$ cat config.mk
export PLATFORM = sky130hd
export DESIGN_NAME = imem_loader
export DESIGN_NICKNAME = d
export VERILOG_FILES = /design/src/rtl/imem_loader.sv
export SDC_FILE = /design/constraint.sdc
export NUM_CORES = 1
export LEC_CHECK = 0
export ABC_AREA = 1
export BUFFER_PORTS_ARGS = -buffer_cell sky130_fd_sc_hd__buf_4
export CORE_MARGIN = 3
export CORE_UTILIZATION = 50
export DETAILED_ROUTE_END_ITERATION = 16
export PLACE_DENSITY = 0.7
export SKIP_CTS_REPAIR_TIMING = 1
export SYNTH_ARGS = -nofsm -noshare
export SYNTH_HDL_FRONTEND = slang
export SYNTH_SLANG_ARGS = --single-unit
$ cat constraint.sdc
create_clock -name clk -period 5.4 [get_ports clk]
set_clock_uncertainty 0.15 [all_clocks]
set_input_delay 0.27 -clock clk [delete_from_list [all_inputs] [get_ports clk]]
set_output_delay 0.27 -clock clk [all_outputs]
set_load 0.02 [all_outputs]
$ cat src/rtl/imem_loader.sv
// Framed byte stream (count, words, checksum) to 16-bit instruction-memory writes; holds the CPU while loading.
// mem_we 1 cycle after each DATA_LO handshake; byte_ready registered, high in every byte-consuming state, never stalls on writes.
module imem_loader #(
   parameter int ADDR_WIDTH = 10,
   parameter int MAX_WORDS  = 1024
) (
   input  logic                  clk,
   input  logic                  reset,
   input  logic                  start,
   input  logic [7:0]            byte_in,
   input  logic                  byte_valid,
   output logic                  byte_ready,
   output logic                  mem_we,
   output logic [ADDR_WIDTH-1:0] mem_addr,
   output logic [15:0]           mem_wdata,
   output logic                  cpu_hold,
   output logic                  done,
   output logic                  error,
   output logic [10:0]           words_written
);
   typedef enum logic [2:0] {
      S_IDLE, S_CNT_HI, S_CNT_LO, S_DATA_HI, S_DATA_LO, S_CHECK, S_DONE, S_ERR
   } state_t;

   localparam logic [ADDR_WIDTH-1:0] ADDR_ONE = ADDR_WIDTH'(1);

   state_t                state;
   logic [15:0]           count;
   logic [7:0]            checksum;
   logic [7:0]            data_hi;
   logic [ADDR_WIDTH-1:0] addr;

   logic        xfer;
   logic [15:0] cnt_full;
   logic [10:0] words_next;

   assign xfer       = byte_valid && byte_ready;
   assign cnt_full   = {count[15:8], byte_in};
   assign words_next = words_written + 11'd1;

   always_ff @(posedge clk or posedge reset) begin
      if (reset) begin
         state         <= S_IDLE;
         count         <= '0;
         checksum      <= '0;
         data_hi       <= '0;
         addr          <= '0;
         byte_ready    <= 1'b0;
         mem_we        <= 1'b0;
         mem_addr      <= '0;
         mem_wdata     <= '0;
         cpu_hold      <= 1'b0;
         done          <= 1'b0;
         error         <= 1'b0;
         words_written <= '0;
      end else begin
         mem_we <= 1'b0;
         case (state)
            S_IDLE, S_DONE, S_ERR: begin
               if (start) begin
                  state         <= S_CNT_HI;
                  byte_ready    <= 1'b1;
                  cpu_hold      <= 1'b1;
                  done          <= 1'b0;
                  error         <= 1'b0;
                  words_written <= '0;
                  checksum      <= '0;
                  addr          <= '0;
               end
            end
            S_CNT_HI: begin
               if (xfer) begin
                  count[15:8] <= byte_in;
                  state       <= S_CNT_LO;
               end
            end
            S_CNT_LO: begin
               if (xfer) begin
                  count[7:0] <= byte_in;
                  if (cnt_full > 16'(MAX_WORDS)) begin
                     state      <= S_ERR;
                     byte_ready <= 1'b0;
                     error      <= 1'b1;
                  end else if (cnt_full == 16'd0) begin
                     state <= S_CHECK;
                  end else begin
                     state <= S_DATA_HI;
                  end
               end
            end
            S_DATA_HI: begin
               if (xfer) begin
                  data_hi  <= byte_in;
                  checksum <= checksum + byte_in;
                  state    <= S_DATA_LO;
               end
            end
            S_DATA_LO: begin
               if (xfer) begin
                  checksum      <= checksum + byte_in;
                  mem_we        <= 1'b1;
                  mem_wdata     <= {data_hi, byte_in};
                  mem_addr      <= addr;
                  addr          <= addr + ADDR_ONE;
                  words_written <= words_next;
                  state         <= ({5'd0, words_next} == count) ? S_CHECK : S_DATA_HI;
               end
            end
            S_CHECK: begin
               if (xfer) begin
                  byte_ready <= 1'b0;
                  if (byte_in == checksum) begin
                     state    <= S_DONE;
                     done     <= 1'b1;
                     cpu_hold <= 1'b0;
                  end else begin
                     // hold stays asserted so a corrupt image never runs
                     state <= S_ERR;
                     error <= 1'b1;
                  end
               end
            end
         endcase
      end
   end
endmodule

Word level (Yosys, flattened, before mapping)
Cells that the tools add are included.
- bits in registers: 87
- bits of input ports: 12
- output and inout bits: 42
- word-level logic and storage cells: 95
- add/subtract/negate cells: 3
- magnitude comparators: 1
- eq/ne operators: 19
- multiplexer cells: 39
- reduce and logical (&&, ||, !) cells: 19
- operators with widths (operator ; count):
    $mux W3 ; 9
    $mux W11 ; 2
    $pmux W11 S2 ; 1
    $mux W10 ; 2
    $pmux W10 S2 ; 1
    $ne A2 B2 Y1 const B ; 9
    $pmux W3 S6 ; 1
    $eq A11 B16 Y1 ; 1
    $gt A16 B11 Y1 const B ; 1
    $logic_not A16 Y1 ; 1
    $mux W1 ; 16
    $mux W8 ; 2
    $pmux W8 S2 ; 1
    $eq A3 B3 Y1 const B ; 4
    $reduce_and A6 Y1 ; 2
    $add A11 B1 Y11 const B ; 1
    $add A10 B1 Y10 const B ; 1
    $add A8 B8 Y8 ; 1
    $eq A8 B8 Y1 ; 1
    $reduce_and A2 Y1 ; 4
    $eq A3 B2 Y1 const B ; 2
    $pmux W1 S3 ; 2
    $reduce_and A3 Y1 ; 2
    $reduce_bool A2 Y1 ; 3
    10 further kinds ; 11

Longest topological paths before layout
- word-level depth: 5
- gate-level depth with buffers: 15

Worst setup path before layout
Ideal clock, no wire load.
- path type: register to register
- start point: reg words_written[1]
- end point: reg state[1]
- data arrival time: 1.655 ns
- data required time: 5.133 ns
- setup slack: 3.478 ns
- stages on the path, launching flop included: 13
- clock period less this slack: 1.922 ns
- cells stage by stage: dfrtp_1 ha_1 nand2_1 nor2_1 nand3_1 nand2_1 nand2_1 nand2_1 nand3_1 o21bai_1 nand2_1 nand2_1 nand2_1
- word-level cells in the longest chain between the ends: 5
- ends and longest elaborated chain (element ; RTL line ; source):
    from (decl) ; 19 ; output logic [10:0] words_written
    from (signal assigned) ; 105 ; words_written <= words_next;
    $add A11 B1 Y11 ; 39 ; assign words_next = words_written + 11'd1;
    $eq A11 B16 Y1 ; 106 ; state <= ({5'd0, words_next} == count) ? S_CHECK : S_DATA_HI;
    $mux W3 ; 106 ;
    $mux W3 ; 99 ; if (xfer) begin
    $pmux W3 S6 ; 58 ; case (state)
    to (signal assigned) ; 106 ;
    to (decl) ; 27 ; state_t state;
Every way passes these cells. The select of a mux whose other input is x is not followed.
A chain may end at the register's enable or synchronous reset.

Final worst setup path
- start point: reg state[0]
- end point: reg mem_addr[0]
- word-level cells in the longest chain between the ends: 2
- ends and longest elaborated chain (element ; RTL line ; source):
    $eq A3 B3 Y1 ; 58 ;
    $reduce_and A2 Y1 (no line) ; n/a ;
    to (signal assigned) ; 103 ; mem_addr <= addr;
    to (decl) ; 14 ; output logic [ADDR_WIDTH-1:0] mem_addr,
Every way passes these cells.

==> results_dict.tcl <==
set metrics [dict create \
    status "finished, final reports clean" \
    yosysSeqAreaShare_pct 50.85 \
    p_clk_share_pct 43.1 \
    wirelength_um 10050 \
    drt_first_pass_iters 4 \
    core_area_sq_um 8258 \
    top_usage_layer "met2" \
    gp_congestion 0.8924 \
    setup_violations 0 \
    dieArea_sq_um 9709 \
    portBuffers 53 \
    area_delta_synth_final_pct 17.15 \
    yosysUniqueCellTypes 36 \
    syn_inst 530 \
    antenna_found_initial 0 \
    cp_data_arrival_time_ns 2.72 \
    seq_power_share_pct 53.9 \
    hpwl_um 7113 \
    insertedDiodeCount 0 \
    met2_usage_pct 33.65 \
    initial_core_util_pct 51.85 \
    fin_nets 608 \
    gr-total-overflow 0 \
    ys_ff_latch 87 \
    slew_violations 0 \
    crit_fanout 29 \
    powerDensity_nw_per_um2 240.6 \
    drt_iter0_markers 203 \
    relSlewSlack_pct 25.58 \
    tightest_slew_ns 1.116 \
    h-tree-depth 3 \
    rrSetupSlack_ns 2.79 \
    start_kind "flop" \
    post_drt_wl_per_cell_um 14.44 \
    reg2reg_depth 8 \
    grt_max_degree 88 \
    r2r_end "mem_addr[0]" \
    fillers 759 \
    synth_area_sq_um 4282 \
    multi_input_area_sq_um 1833 \
    synth-main-ff-cell "dfrtp_1" \
    syn_area_per_cell_sq_um 8.079 \
    critPathSlowestCell "nor2_2" \
    numClockSinks 87 \
    required_ns 5.51 \
    rows 33 \
    cts_buffer_depth 2 \
    cts_root_buf "clkbuf_8" \
    io_pins 54 \
    post_route_cells_drive_above_1_share_pct 15.23 \
    grt_pass1_wl_um 16900 \
    antenna_left 0 \
    combPwrFrac_pct 3.0 \
    grt_pass1_vias 3519 \
    synth_warnings 0 \
    ir_worst_vdd_uv 115.4 \
    cts_tree "yes" \
    min_path_type "in2async" \
    worstSetupPathType "reg2reg" \
    syn-num-nets 552 \
    reg2reg_from "state[0]" \
    maxCapViolCount 0 \
    p_int_w 0.0009275 \
    post-route-period-util_pct 48.37 \
    insertion_delay_ns 0.36 \
    synth_edf_count 0 \
    seqCellArea_sq_um 2177 \
    track_usage_pct 21.43 \
    vias 3605 \
    setup_tns_ns 0 \
    met1_usage_pct 30.38 \
    hold_viol_final 0 \
    grtUsageMet3_pct 3.468 \
    endpoint_kind "flop" \
    leakagePower_nw 2.674 \
    die_x_um 98.54 \
    die_y_um 98.54 \
    whs_ns 0.09496 \
    cts_buffers 9 \
    fmax_mhz 382.9 \
    power_switching_w 0.0002793 \
    rsz0062_at_grt "false" \
    synthArstFlopShare_pct 100.0 \
    crit_chain "nor2_1 -> nand2_2 -> nor2_2 -> inv_1 -> buf_4 -> nor2_1 -> inv_1 -> o21a_1" \
    critPathMaxStageDelay_ns 0.60 \
    viasPerCell 5.180 \
    fin_crit_ns 2.612 \
    p_sw_share_pct 23.14 \
    route.detailed.drc 0 \
    clk_pin_slew_ns 0.10 \
]
## worst max-delay path by stage
| stage | start | to | depth (start not counted) |
|---|---|---|---|
| 2_1_floorplan | reset | addr[0] | 1 |
| 3_3_place_gp | state[0] | mem_addr[0] | 8 |
| 3_5_place_dp | state[0] | mem_addr[0] | 8 |
| 4_1_cts | state[0] | mem_addr[0] | 8 |
| 5_1_grt | state[0] | mem_addr[0] | 8 |
| 6_report | state[0] | mem_addr[0] | 8 |
## worst max-delay path: cells and delay by family, from the launching register on
| kind | cells | cell delay (ns) |
|---|---|---|
| AO/OA/AOI/OAI | 1 | 0.09 |
| buffers and inverters | 3 | 0.84 |
| flip-flops | 1 | 0.43 |
| AND/OR/NAND/NOR | 4 | 0.99 |
## synth_stat cells, types with 2 or more instances
cell | n | area (sq um)
a21oi_1 | 15 | 75.07
nand3b_1 | 4 | 30.03
ha_1 | 9 | 112.6
nand2_2 | 4 | 25.02
inv_2 | 5 | 18.77
xnor2_1 | 2 | 17.52
inv_1 | 57 | 214.0
nor3_1 | 8 | 40.04
nor3_2 | 2 | 20.02
dfrtp_1 | 87 | 2177
nor2_1 | 31 | 116.4
a22o_1 | 2 | 17.52
nand4_1 | 5 | 31.28
o21bai_1 | 3 | 22.52
a32o_1 | 2 | 20.02
nand3_1 | 25 | 125.1
o21ai_1 | 3 | 15.01
nand3_2 | 2 | 20.02
xor2_1 | 3 | 26.28
o22ai_1 | 6 | 37.54
nand2_1 | 175 | 656.9
o21ai_0 | 58 | 290.3
clkbuf_1 | 9 | 33.78
## power by group through the flow
stage | clock network, W | logic [W] | registers, W
after floorplan | 0 | 0.0000189 | 0.000664
after global placement | 0 | 0.0000361 | 0.000664
after detailed placement | 0 | 0.0000368 | 0.000664
after CTS | 0.000530 | 0.0000369 | 0.000651
after global routing | 0.000557 | 0.0000407 | 0.000651
final | 0.000520 | 0.0000356 | 0.000651
## state kept, by name, summed over array words and instances, names as in the netlist, 3 cells and up
signal,count
mem_wdata,16
data_hi,8
mem_addr,10
words_written,11
count,16
state,3
checksum,8
addr,10
## metrics by stage
stage	cell area, sq um	setup WS [ns]	cells	total power, W	util, %
floorplan	4282	2.730	530	0.0006828	-
global placement	4788	2.841	680	0.0007000	57.98
detailed placement	4788	2.741	680	0.0007006	57.98
CTS	5016	2.712	696	0.001218	60.74
global route	5016	2.536	696	0.001248	60.74
finish	5016	2.788	696	0.001207	60.74
## routing by layer
layer / vias to the layer above / share of wire (%) / routed length [um]
met3: 15 / 4.0 / 402
met4: 0 / 1.7 / 171
met1: 1687 / 47 / 4752
li1: 1823 / - / -
met5: - / 0 / 0
met2: 80 / 47 / 4727
## logic make-up after synthesis
kind of cell,count (synthesis),share of synthesized area (%)
flip-flops,87,50.85
adder cells (fa/ha/maj),10,3.098
XOR/XNOR,6,1.578
buffers and inverters,72,6.341
AND/OR/NAND/NOR,261,25.98
AO/OA/AOI/OAI,94,12.16
## cell usage in the layout (no fill, tap or decap), drive strengths merged, types with 4 or more instances in the layout
master  synthesis  routed
nor3           11      11
o21ai          62      62
nand3          27      27
nand3b          4       4
ha              9       9
nand4           5       5
o22ai           6       6
clkbuf          9       9
inv            62      64
nand2         179     179
dfrtp          87      87
nor2           33      33
buf             1      55
a21oi          15      15
## final cells by class
| type | count | share of cell area [%] |
|---|---|---|
| repair buffers | 55 | 8.231 |
| well taps | 105 | 2.619 |
| inverters | 62 | 4.664 |
| clock inverters | 7 | 2.070 |
| flip-flops and latches | 87 | 43.40 |
| clock buffers | 9 | 2.469 |
| multi-input cells | 371 | 36.54 |
No activity file was read; power rests on OpenSTA's default activity.
